### src/rtl/mc_pkg.sv
// Shared encodings for the multi-cycle MIPS controller: states, opcodes and datapath select codes.
package mc_pkg;

   localparam int WAIT_W = 8;

   typedef enum logic [3:0] {
      S_FETCH   = 4'd0,
      S_DECODE  = 4'd1,
      S_MEMADDR = 4'd2,
      S_MEMRD   = 4'd3,
      S_MEMWB   = 4'd4,
      S_MEMWR   = 4'd5,
      S_EXEC    = 4'd6,
      S_RCOMP   = 4'd7,
      S_BRANCH  = 4'd8,
      S_JUMP    = 4'd9,
      S_ADDIEX  = 4'd10,
      S_ADDIWB  = 4'd11
   } state_t;

   localparam logic [5:0] OP_RTYPE = 6'b000000;
   localparam logic [5:0] OP_LW    = 6'b100011;
   localparam logic [5:0] OP_SW    = 6'b101011;
   localparam logic [5:0] OP_BEQ   = 6'b000100;
   localparam logic [5:0] OP_J     = 6'b000010;
   localparam logic [5:0] OP_ADDI  = 6'b001000;

   localparam logic [1:0] ALUOP_ADD   = 2'b00;
   localparam logic [1:0] ALUOP_SUB   = 2'b01;
   localparam logic [1:0] ALUOP_FUNCT = 2'b10;
   localparam logic [1:0] ALUOP_ADDI  = 2'b11;

   localparam logic [1:0] SRCB_B     = 2'b00;
   localparam logic [1:0] SRCB_FOUR  = 2'b01;
   localparam logic [1:0] SRCB_IMM   = 2'b10;
   localparam logic [1:0] SRCB_IMMSH = 2'b11;

   localparam logic [1:0] PCS_ALU    = 2'b00;
   localparam logic [1:0] PCS_ALUOUT = 2'b01;
   localparam logic [1:0] PCS_JUMP   = 2'b10;

   // States that own the shared memory port and wait on mem_ready.
   function automatic logic is_mem_state(input state_t s);
      return (s == S_FETCH) || (s == S_MEMRD) || (s == S_MEMWR);
   endfunction

endpackage

### src/rtl/mem_wait_timer.sv
// Counts cycles a memory state has waited for mem_ready and flags a timeout at MAX_WAIT.
module mem_wait_timer
   import mc_pkg::*;
#(
   parameter int MAX_WAIT = 15
) (
   input  logic clk,
   input  logic reset,
   input  logic clear,
   input  logic tick,
   input  logic ready,
   output logic timeout
);

   logic [WAIT_W-1:0] cnt;

   always_ff @(posedge clk) begin
      if (!reset || clear || ready)
         cnt <= '0;
      else if (tick)
         cnt <= cnt + 1'b1;
   end

   // A ready arriving on the limit cycle still wins.
   assign timeout = tick && !ready && (cnt == WAIT_W'(MAX_WAIT));

endmodule

### src/rtl/mc_control_fsm.sv
// Multi-cycle MIPS main controller: sequences FETCH/DECODE/EXEC/MEM/WB and drives datapath controls.
module mc_control_fsm
   import mc_pkg::*;
#(
   parameter int MAX_WAIT = 15
) (
   input  logic       clk,
   input  logic       reset,
   input  logic [5:0] Op,
   input  logic       Zero,
   input  logic       mem_ready,
   output logic       PCWrite,
   output logic       PCWriteCond,
   output logic       IorD,
   output logic       MemRead,
   output logic       MemWrite,
   output logic       IRWrite,
   output logic       MemtoReg,
   output logic       RegDst,
   output logic       RegWrite,
   output logic       ALUSrcA,
   output logic [1:0] ALUSrcB,
   output logic [1:0] ALUOp,
   output logic [1:0] PCSource,
   output logic [3:0] state,
   output logic       instr_done,
   output logic       illegal_op,
   output logic       bus_error
);

   state_t cur, nxt;
   logic   tmo, done_c, ill_c;
   logic   unused_zero;

   // Zero only qualifies PCWriteCond inside the datapath.
   assign unused_zero = Zero;
   assign state       = cur;

   always_ff @(posedge clk) begin
      if (!reset) cur <= S_FETCH;
      else        cur <= nxt;
   end

   mem_wait_timer #(.MAX_WAIT(MAX_WAIT)) u_timer (
      .clk     (clk),
      .reset   (reset),
      .clear   ((nxt != cur) || tmo),
      .tick    (is_mem_state(cur)),
      .ready   (mem_ready),
      .timeout (tmo)
   );

   always_comb begin
      nxt         = cur;
      PCWrite     = 1'b0;
      PCWriteCond = 1'b0;
      IorD        = 1'b0;
      MemRead     = 1'b0;
      MemWrite    = 1'b0;
      IRWrite     = 1'b0;
      MemtoReg    = 1'b0;
      RegDst      = 1'b0;
      RegWrite    = 1'b0;
      ALUSrcA     = 1'b0;
      ALUSrcB     = SRCB_B;
      ALUOp       = ALUOP_ADD;
      PCSource    = PCS_ALU;
      done_c      = 1'b0;
      ill_c       = 1'b0;
      case (cur)
         S_FETCH: begin
            MemRead = 1'b1;
            ALUSrcB = SRCB_FOUR;
            // A fetch held in reset cannot reach DECODE, so it must not load IR/PC.
            if (mem_ready) begin
               IRWrite = reset;
               PCWrite = reset;
               nxt     = S_DECODE;
            end else if (tmo) begin
               nxt = S_FETCH;
            end
         end
         S_DECODE: begin
            ALUSrcB = SRCB_IMMSH;
            case (Op)
               OP_LW, OP_SW: nxt = S_MEMADDR;
               OP_RTYPE:     nxt = S_EXEC;
               OP_BEQ:       nxt = S_BRANCH;
               OP_J:         nxt = S_JUMP;
               OP_ADDI:      nxt = S_ADDIEX;
               default: begin
                  ill_c = 1'b1;
                  nxt   = S_FETCH;
               end
            endcase
         end
         S_MEMADDR: begin
            ALUSrcA = 1'b1;
            ALUSrcB = SRCB_IMM;
            nxt     = (Op == OP_SW) ? S_MEMWR : S_MEMRD;
         end
         S_MEMRD: begin
            MemRead = 1'b1;
            IorD    = 1'b1;
            if (mem_ready)  nxt = S_MEMWB;
            else if (tmo)   nxt = S_FETCH;
         end
         S_MEMWB: begin
            RegWrite = 1'b1;
            MemtoReg = 1'b1;
            done_c   = 1'b1;
            nxt      = S_FETCH;
         end
         S_MEMWR: begin
            MemWrite = 1'b1;
            IorD     = 1'b1;
            if (mem_ready) begin
               done_c = 1'b1;
               nxt    = S_FETCH;
            end else if (tmo) begin
               nxt = S_FETCH;
            end
         end
         S_EXEC: begin
            ALUSrcA = 1'b1;
            ALUOp   = ALUOP_FUNCT;
            nxt     = S_RCOMP;
         end
         S_RCOMP: begin
            RegWrite = 1'b1;
            RegDst   = 1'b1;
            done_c   = 1'b1;
            nxt      = S_FETCH;
         end
         S_BRANCH: begin
            ALUSrcA     = 1'b1;
            ALUOp       = ALUOP_SUB;
            PCWriteCond = 1'b1;
            PCSource    = PCS_ALUOUT;
            done_c      = 1'b1;
            nxt         = S_FETCH;
         end
         S_JUMP: begin
            PCWrite  = 1'b1;
            PCSource = PCS_JUMP;
            done_c   = 1'b1;
            nxt      = S_FETCH;
         end
         S_ADDIEX: begin
            ALUSrcA = 1'b1;
            ALUSrcB = SRCB_IMM;
            ALUOp   = ALUOP_ADDI;
            nxt     = S_ADDIWB;
         end
         S_ADDIWB: begin
            RegWrite = 1'b1;
            done_c   = 1'b1;
            nxt      = S_FETCH;
         end
         default: nxt = S_FETCH;
      endcase
   end

   // Status pulses report instruction outcomes, and none resolves while reset holds the FSM.
   assign instr_done = done_c & reset;
   assign illegal_op = ill_c & reset;
   assign bus_error  = tmo & reset;

endmodule

### config.mk
export PLATFORM = sky130hd
export DESIGN_NAME = mc_control_fsm
export DESIGN_NICKNAME = d
export VERILOG_FILES = /design/src/rtl/mc_pkg.sv /design/src/rtl/mem_wait_timer.sv /design/src/rtl/mc_control_fsm.sv
export SDC_FILE = /design/constraint.sdc
export NUM_CORES = 1
export LEC_CHECK = 0
export ABC_AREA = 1
export ABC_CLOCK_PERIOD_IN_PS = 1460
export CAP_MARGIN = 10
export CORE_ASPECT_RATIO = 1.2
export CORE_MARGIN = 2
export CORE_UTILIZATION = 30
export CTS_BUF_LIST = sky130_fd_sc_hd__clkbuf_8
export DETAILED_ROUTE_END_ITERATION = 8
export PLACE_DENSITY = 0.6
export SYNTH_ARGS = -nofsm -noshare
export SYNTH_HDL_FRONTEND = slang
export SYNTH_SLANG_ARGS = --single-unit
### constraint.sdc
create_clock -name clk -period 1.46 [get_ports clk]
set_input_delay 0.365 -clock clk [delete_from_list [all_inputs] [get_ports clk]]
set_output_delay 0.365 -clock clk [all_outputs]
set_load 0.02 [all_outputs]
==> impl_metrics.json <==
{
  "setup_viol": 28,
  "netlist_area_sq_um": 1010,
  "max_freq_ghz": 0.580,
  "worstPathArrival_ps": 1360,
  "r2r_end": "state[1]",
  "vias": 1324,
  "r2r_slack_ps": -80,
  "register_area_sq_um": 258,
  "worstSetupPathType": "reg2out",
  "reg2reg_depth": 12,
  "grt_pass1_vias": 1299,
  "p_leak_nw": 1.00,
  "yosys_warnings": 0,
  "first_pass_iters": 4,
  "startpoint_type": "flip-flop",
  "fill_cells": 262,
  "initial_core_util_pct": 30.8,
  "grt_remaining_overflow": 0,
  "placed_area_sq_um": 1740,
  "globalplace.congestion": 0.781,
  "whs_path_depth": 2,
  "chipWidth_um": 57.0,
  "dieArea_sq_um": 3850,
  "cellPowerDensity_nw_per_um2": 672,
  "die_h_um": 67.6,
  "io_buffers": 31,
  "netlist-cell-type-count": 29,
  "setup_ws_ps": -264,
  "clock_latency_ps": 250,
  "rsz0062_at_grt": "yes",
  "cts_buffers": 3,
  "drive_gt1_share_pct": 66.1,
  "clock_skew_ps": 4.09,
  "tightest_slew_ps": 273,
  "route.detailed.drc": 0,
  "wl_um": 3410,
  "report.final.hold_viol_count": 0,
  "whs_endpoint": "u_timer.cnt[3]",
  "timing.final.crit_period_ps": 1720,
  "cts_tree": "built",
  "synth_nets": 170,
  "r2r_start": "state[1]",
  "dpl.hpwl_um": 2410,
  "synth-seq-cells": 12,
  "peakVddDrop_v": 0.000737,
  "status": "finished, violations left",
  "crit_path_max_fanout": 4,
  "antenna_cells": 0,
  "area_delta_synth_final_pct": 113,
  "final.period_utilization_pct": 118,
  "root_buffer": "clkbuf_8",
  "grt_max_degree": 9,
  "synthCells": 159,
  "hp-start": "u_timer.cnt[3]",
  "wl_per_cell_um": 11.8,
  "layout.nets": 263,
  "grt.total_usage_pct": 17.1,
  "drt.antenna.violating_nets": 0,
  "viasPerCell": 4.60,
  "final_common_cell": "buf_4",
  "antenna_found_initial": 0,
  "ios": 33,
  "h-tree-depth": 1,
  "yosysSeqAreaShare_pct": 23.8,
  "final_util_pct": 65.6,
  "end_kind": "output port",
  "syn_avg_cell_area_sq_um": 6.36,
  "min_path_type": "reg2reg",
  "ctsHoldBuffers": 0,
  "postLayoutCellArea_sq_um": 2150,
  "drv_cap": 0,
  "violations": "setup timing",
  "first_iter_violations": 37,
  "multi_input_area_sq_um": 918,
  "final_cell_mix": "buf_4, nand2_1, buf_6",
  "final_max_slew_viol_count": 0,
  "rows": 23,
  "clkTransAtPathRegs_ps": 60,
  "grt_pass1_wl_um": 5360,
  "slew_headroom_pct": 81.8,
  "cp.required_ps": 1100,
  "coreArea_sq_um": 3280,
  "clkSinkCount": 12,
  "cts_buffer_depth": 2
}
[cells by family (layout without fill, tap and decap cells)]
logic type | after synthesis | in the layout | share of synthesized area, %
buffers and inverters | 24 | 116 | 10.5
flip-flops | 12 | 12 | 23.8
AO/OA/AOI/OAI | 17 | 17 | 10.3
XOR/XNOR | 5 | 5 | 4.33
AND/OR/NAND/NOR | 100 | 100 | 49.9
adder cells (fa/ha/maj) | 1 | 1 | 1.24
[synthesized netlist by cell type, drive strengths merged]
| cell type | count | area, sq um |
|---|---|---|
| o21ai | 2 | 10.0 |
| nor2 | 38 | 186 |
| nand2 | 44 | 190 |
| o22ai | 3 | 18.8 |
| nand3b | 1 | 7.51 |
| clkinv | 2 | 12.5 |
| a21oi | 12 | 75.1 |
| nor4 | 1 | 6.26 |
| nand3 | 10 | 75.1 |
| nor3 | 3 | 20.0 |
| buf | 2 | 18.8 |
| and2 | 1 | 6.26 |
| inv | 20 | 75.1 |
| ha | 1 | 12.5 |
| nand4 | 2 | 12.5 |
| xor2 | 3 | 26.3 |
| dfxtp | 12 | 240 |
| xnor2 | 2 | 17.5 |
[where the power goes]
| part | switching, mW | internal (mW) | leakage, nW | total (mW) |
|---|---|---|---|---|
| clock network | 0.132 | 0.239 | 0.0288 | 0.371 |
| registers | 0.0215 | 0.340 | 0.101 | 0.361 |
| logic | 0.365 | 0.349 | 0.872 | 0.714 |
[timing repair]
action,in CTS,in global routing
pin swaps,26,20
gates resized for setup,151,68
buffers inserted,11,7
endpoints found under the setup margin,31,32
[per-layer routing]
metal / up-vias / GRT usage, % / share of wire [%] / wire length [um]
li1: 686 / - / - / -
met1: 616 / 18.1 / 39 / 1330
met2: 20 / 34.8 / 57 / 1940
met3: 2 / 2.87 / 3.6 / 123
met4: 0 / 4.07 / 0.35 / 12
met5: - / 0 / 0 / 0
[critical path, cell delays in order (launching register included)]
cell and delay [ps]:
dfxtp_4 380, inv_4 50, nor2_4 120, inv_2 80
nor2_4 100, nor2_2 50, o21ai_2 50, nor2_1 70
nor2_2 90, buf_6 120
[layout make-up]
cell class	count	share of cell area [%]
Timing Repair Buffer	90	36.1
Sequential cell	12	12.0
Clock buffer	4	2.56
Tap cell	37	2.15
Inverter	22	4.59
Multi-Input combinational cell	123	42.6
[stage by stage]
| step | hold slack, ps | std cells | setup TNS, ps | power, mW | setup WS, ps |
|---|---|---|---|---|---|
| 5_1_grt | 554 | 288 | -5290 | 1.51 | -339 |
| 2_1_floorplan | 473 | 159 | -410 | 0.651 | -261 |
| 3_3_place_gp | 491 | 267 | -11540 | 0.880 | -987 |
| 6_report | 508 | 288 | -3420 | 1.45 | -264 |
| 3_5_place_dp | 494 | 267 | -12030 | 0.891 | -1010 |
| 4_1_cts | 505 | 282 | -3370 | 1.33 | -264 |
[how the worst max path moves through the flow]
stage,startpoint,to,slack (ps),depth (start not counted)
final,state[2],instr_done,-260,9
after global routing,state[2],instr_done,-340,9
after CTS,state[2],instr_done,-260,9
after detailed placement,Op[5],illegal_op,-1010,7
after global placement,Op[0],illegal_op,-990,7
after floorplan,state[2],instr_done,-260,8
[registers in the layout (all words and copies together) (netlist names)]
register	cells
u_timer.cnt	8
state	4
(Power assumes the default switching activity.)
